===== config.mk =====
export PLATFORM = sky130hd
export DESIGN_NAME = serial_subtractor
export DESIGN_NICKNAME = d
export VERILOG_FILES = /design/src/rtl/serial_subtractor.sv
export SDC_FILE = /design/constraint.sdc
export NUM_CORES = 1
export LEC_CHECK = 0
export CAP_MARGIN = 25
export CORE_AREA = 5 5 46 64
export CTS_CLUSTER_SIZE = 12
export DETAILED_ROUTE_END_ITERATION = 6
export DIE_AREA = 0 0 51 69
export PLACE_DENSITY = 0.69
export SLEW_MARGIN = 20
export SYNTH_ARGS = -nofsm -noshare
export SYNTH_HDL_FRONTEND = slang
export SYNTH_SLANG_ARGS = --single-unit

===== constraint.sdc =====
create_clock -name clk -period 1.1 [get_ports clk]
set_input_delay 0.11 -clock clk [delete_from_list [all_inputs] [get_ports clk]]
set_output_delay 0.11 -clock clk [all_outputs]
set_load 0.05 [all_outputs]

===== src/rtl/serial_subtractor.sv =====
// serial_subtractor: bit-serial unsigned A - B - Bin, LSB first, one bit per clock with a single borrow flip-flop
module serial_subtractor #(
  parameter int WIDTH = 4
) (
  input  logic             clk,
  input  logic             rst,
  input  logic             start,
  input  logic [WIDTH-1:0] A,
  input  logic [WIDTH-1:0] B,
  input  logic             Bin,
  output logic             busy,
  output logic             done,
  output logic [WIDTH-1:0] diff,
  output logic             Bout
);
  localparam int CW = (WIDTH > 2) ? $clog2(WIDTH) : 1;
  typedef enum logic [1:0] {IDLE, SHIFT, DONE} state_t;
  state_t           state_q;
  logic [CW-1:0]    cnt_q;
  logic [WIDTH-1:0] a_q, b_q, diff_q;
  logic             br_q, busy_q, done_q, bout_q;
  logic             d_bit, br_d, last;
  always_comb begin
    d_bit = a_q[0] ^ b_q[0] ^ br_q;
    br_d  = (~a_q[0] & b_q[0]) | (~(a_q[0] ^ b_q[0]) & br_q);
    last  = cnt_q == CW'(WIDTH - 1);
  end
  always_ff @(posedge clk) begin
    if (rst) begin
      state_q <= IDLE;
      cnt_q   <= '0;
      a_q     <= '0;
      b_q     <= '0;
      diff_q  <= '0;
      br_q    <= 1'b0;
      busy_q  <= 1'b0;
      done_q  <= 1'b0;
      bout_q  <= 1'b0;
    end else begin
      case (state_q)
        IDLE: if (start) begin
          state_q <= SHIFT;
          a_q     <= A;
          b_q     <= B;
          br_q    <= Bin;
          cnt_q   <= '0;
          busy_q  <= 1'b1;
        end
        SHIFT: begin
          // result enters at the MSB so bit i has moved down to diff[i] after WIDTH shifts
          diff_q <= {d_bit, diff_q[WIDTH-1:1]};
          a_q    <= a_q >> 1;
          b_q    <= b_q >> 1;
          br_q   <= br_d;
          cnt_q  <= last ? cnt_q : cnt_q + CW'(1);
          if (last) begin
            state_q <= DONE;
            busy_q  <= 1'b0;
            done_q  <= 1'b1;
            bout_q  <= br_d;
          end
        end
        default: begin
          state_q <= IDLE;
          done_q  <= 1'b0;
        end
      endcase
    end
  end
  assign busy = busy_q;
  assign done = done_q;
  assign diff = diff_q;
  assign Bout = bout_q;
endmodule


Word-level counts from Yosys, hierarchy flattened
Index checks and enable logic that the tools add are counted.
{"block": "totals", "word_cells": 48, "inputBits": 12, "out_inout_bits": 7, "regBits": 20}
{"block": "op_classes", "n_addsub": 1, "n_reduce_logical": 8, "eq_ne": 5, "mux": 17, "bitwise_logic": 8}
{"operator": "$pmux 4 s2", "n": 2}
{"operator": "$mux 2", "n": 4}
{"operator": "$mux 4", "n": 2}
{"operator": "$pmux 2 s2", "n": 2}
{"operator": "$reduce_and 2->1", "n": 4}
{"operator": "$ne 2x2->1 const B", "n": 3}
{"operator": "$pmux 1 s2", "n": 3}
{"operator": "$reduce_and 3->1", "n": 2}
{"operator": "$mux 1", "n": 4}
{"operator": "$not 1->1", "n": 3}
{"operator": "$add 2x1->2 const B", "n": 1}
{"operator": "$and 1x1->1", "n": 2}
{"operator": "$eq 2x1->1 const B", "n": 1}
{"operator": "$eq 2x2->1 const B", "n": 1}
{"operator": "$logic_not 2->1", "n": 1}
{"operator": "$reduce_bool 2->1", "n": 1}
{"operator": "$xor 1x1->1", "n": 2}
{"operator": "$or 1x1->1", "n": 1}

Logic depth before layout (Yosys ltp)
{"block": "depth", "ltp_word": 5, "mapped_depth": 5, "mapped_depth_nobuf": 5}

Worst setup path after synthesis
Ideal clock, no wire load.
{"block": "synth_path", "kind": "register to register", "startpoint": "register cnt_q[0]", "endpoint": "register cnt_q[0]", "arrival_ns": 1.027, "setup_time_ns": 0.134, "path_buffers": 1, "synth_period_minus_slack_ns": 1.160, "t_required_ns": 0.966, "path_stages_with_launch": 6, "slack_ns": -0.060, "cell_sequence": "dfxtp_1 > ha_1 > clkbuf_1 > nor4b_1 > a31oi_1 > a21oi_1"}
{"block": "synth_via", "elab_chain_cells": 3, "word_cells_on_any_way": 6, "cone_classes": "1 x add/sub; 2 x eq/ne; 2 x mux; 1 x reduce/logical"}
{"item": "start, declared", "line_no": "19", "source": "logic [CW-1:0] cnt_q;"}
{"item": "start signal, assigned", "line_no": "55", "source": "cnt_q <= last ? cnt_q : cnt_q + CW'(1);"}
{"item": "$add 2x1->2 / $eq 2x2->1 (equally long branches)", "line_no": "55, 26"}
{"item": "$mux 2 / $ne 2x2->1 (equally long branches)"}
{"item": "$pmux 2 s2 / $reduce_and 3->1 (equally long branches)"}
Several ways; a longest one is shown, not always the timed one. The select of a mux whose other input is x is not followed.
A chain may end at the register's enable or synchronous reset.

Worst setup path in the final report
{"block": "layout_path", "startpoint": "register b_q[0]", "endpoint": "register diff_q[3], in the netlist diff[3]"}
{"block": "layout_via", "elab_chain_cells": 2}
{"item": "start, declared", "line_no": "20", "source": "logic [WIDTH-1:0] a_q, b_q, diff_q;"}
{"item": "start signal, assigned", "line_no": "53", "source": "b_q <= b_q >> 1;"}
{"item": "$xor 1x1->1 (2 in a row)", "line_no": "24", "source": "d_bit = a_q[0] ^ b_q[0] ^ br_q;"}
{"item": "via d_bit", "line_no": "22", "source": "logic d_bit, br_d, last;"}
{"item": "end signal, assigned", "line_no": "51", "source": "diff_q <= {d_bit, diff_q[WIDTH-1:1]};"}
{"item": "end, declared", "line_no": "20"}
The timed path passes the listed nets, and every way through them passes these cells.

==> metrics.txt <==
Worst Tran Pin Value=173 ps; RR Endpoint=diff[3]$_SDFFE_PP0P_; Synth Warn #=0; clk_skew=6.95 ps; clk root buf=clkbuf_4; global-route wire length before repair=3.30 mm; Die W=51 um; Critical Path Sink Type=register; Syn Inst Count=96; total CTS buffers=3; clock sinks=20; final hold violation count=0; area of the die=0.00352 sq mm; Synth cell types=27; DR vias=771; R2R depth=4; pwr dens=1270 mW/mm^2; Slew Limit Headroom=0.881; DPL Wire Length=1.49 mm; Max Cap Viol=0; vias per inst=5.21; RSZ-0062 raised after global routing=yes; Initial DRT Pass Iterations=4; Worst path slowest cell=fa_2; fin crit period=1100 ps; Layout area overhead=44.4%; Starting Density=0.408; Final Net Count=141; remaining antenna violation count=0; worst hold path type=in2reg; Final period util=1.00; Worst path top cell family by delay=adder cells; Setup crit start kind=register; Port Buffers=18; CTS tree=done; crit path DAT=1360 ps; Crit path largest cell delay=520 ps; FMAX=908 MHz; Finished Core Util=0.590; Worst Path Class, Setup=reg2reg; IO Count=19; RePlAce Congestion=0.747; row cnt=21; Synth Register Bits=20; min-delay src=B[3]; final worst setup slack=-1.66 ps; hold_buf cts=0; largest net degree at the start of global routing=14; CP required=1360 ps; htree depth=1; hold depth=3; # DRC=0; dpl ws=-219 ps; r2r setup slk=-2 ps; grt total ovfl=0; WHS=382 ps; vias in the first global route=778; Setup-failing EPs final=1; Clock Path Buffers=2; syn nets=111; Hold Path End=b_q[3]$_SDFFE_PP0P_; RR Startpoint=b_q[0]$_SDFFE_PP0P_; Worst-path clk slew=110 ps; failing checks=negative setup slack; cell area after synthesis=955 sq um; status=finished with violations; Peak VDD IR=0.714 mV; Final Max Slew Viols=0; syn avg cell area=9.94 sq um; Total GRT Usage=0.124; share of cells above drive strength 1=0.408; final WL=1.94 mm; Critical Path Fanout Max=2; LEAKAGE=0.540 nW; CORE AREA=0.00234 sq mm; crit path cell chain=inv_2, fa_2, mux2i_1, nor2_1; drt wl/cell=13.1 um; register area share after synthesis=0.419; commonest cells after routing, fill and taps aside=dfxtp_1 (14), buf_4 (14), mux2i_1 (11), clkdlybuf4s50_1 (11), nor2_1 (10); initial antenna violation count=0; ant diodes=0; die height=69 um; clock latency on the worst-skew pair=310 ps; Worst Path Buf+Inv=1; initial DRC count=10
[sequential cells by signal, indices dropped and copies added, names as in the netlist, 2 cells and up]
register,cells
cnt_q,2
diff,4
state_q,2
a_q,4
b_q,4
[kinds of logic (layout without fill, tap and decap cells)]
logic type	after synthesis	in the layout	synth area share
multiplexers	11	11	0.115
AND/OR/NAND/NOR	27	27	0.143
AO/OA/AOI/OAI	23	24	0.187
flip-flops	20	20	0.419
adder cells (fa/ha/maj)	3	3	0.0472
buffers and inverters	12	40	0.0878
[cell type report]
type,instances,area [sq um]
fillers,205,960
multi-input cells,65,517
flip-flops and latches,20,410
repair buffers,32,355
clock inverters,1,30.0
well taps,23,28.8
clock buffers,3,22.5
inverters,4,15.0
[synthesized netlist by cell type]
cell type | number | area [sq um]
a31oi_1 | 2 | 12.5
ha_1 | 2 | 25.0
o21ai_0 | 3 | 15.0
a211oi_2 | 3 | 37.5
mux2i_1 | 11 | 110
dfxtp_1 | 20 | 400
clkbuf_1 | 3 | 11.3
nor2_1 | 10 | 37.5
o21bai_1 | 2 | 15.0
nand3b_1 | 2 | 15.0
a211oi_1 | 3 | 22.5
buf_12 | 1 | 20.0
inv_1 | 4 | 15.0
fa_1 | 1 | 20.0
a21oi_2 | 1 | 8.76
buf_4 | 2 | 15.0
a311oi_1 | 1 | 8.76
buf_6 | 2 | 22.5
nor4b_1 | 1 | 8.76
o211ai_2 | 1 | 12.5
o21ba_4 | 1 | 16.3
nor2_2 | 3 | 18.8
nor3_1 | 2 | 10.0
and2b_2 | 2 | 17.5
nand2_1 | 5 | 18.8
a21oi_1 | 6 | 30.0
nand3_1 | 2 | 10.0
[per-layer routing]
metal / vias to the layer above / GRT usage / part of all wire / wire [um]
li1: 392 / - / - / -
met1: 365 / 0.126 / 0.40 / 769
met2: 10 / 0.212 / 0.55 / 1060
met3: 4 / 0.0323 / 0.038 / 74
met4: 0 / 0.0808 / 0.019 / 36
met5: - / 0 / 0 / 0
[where the power goes]
group / leakage [nW] / total, mW / switching [mW] / internal, mW
sequential: 0.166 / 0.807 / 0.0390 / 0.768
combinational: 0.345 / 0.345 / 0.157 / 0.188
clock: 0.0279 / 0.596 / 0.228 / 0.369
total: 0.540 / 1.75 / 0.424 / 1.32
[worst reg2reg max path, cell delays in order, from the launching register on]
cell	delay [ps]
dfxtp_2	350
inv_2	40
fa_2	520
mux2i_1	60
nor2_1	80
[worst max path at each step]
stage | endpoint | depth (start not counted) | slack, ps | start
2_1_floorplan | cnt_q[0]$_SDFFE_PP0P_ | 5 | -4 | cnt_q[0]$_SDFFE_PP0P_
3_3_place_gp | b_q[2]$_SDFFE_PP0P_ | 4 | -160 | start
3_5_place_dp | b_q[1]$_SDFFE_PP0P_ | 4 | -220 | start
4_1_cts | diff[3]$_SDFFE_PP0P_ | 4 | -10 | b_q[0]$_SDFFE_PP0P_
5_1_grt | diff[3]$_SDFFE_PP0P_ | 4 | -70 | b_q[0]$_SDFFE_PP0P_
6_report | diff[3]$_SDFFE_PP0P_ | 4 | -2 | b_q[0]$_SDFFE_PP0P_
[per-stage QoR]
step | area [sq um] | cells | setup TNS [ps] | total power [mW]
6_report | 1380 | 148 | -1.66 | 1.75
5_1_grt | 1380 | 148 | -158 | 1.85
4_1_cts | 1340 | 147 | -10.2 | 1.75
3_5_place_dp | 1280 | 143 | -1900 | 1.15
3_3_place_gp | 1280 | 143 | -1280 | 1.14
2_1_floorplan | 972 | 96 | -4.40 | 1.02
[what timing repair did]
action | 4_1_cts | 5_1_grt
buffers inserted | 0 | 0
endpoints found under the setup margin | 13 | 11
gates resized for setup | 6 | 10
pin swaps | 1 | 3
cloned | 0 | 1
hold endpoints to repair | 0 | 0
(Power assumes the default switching activity.)
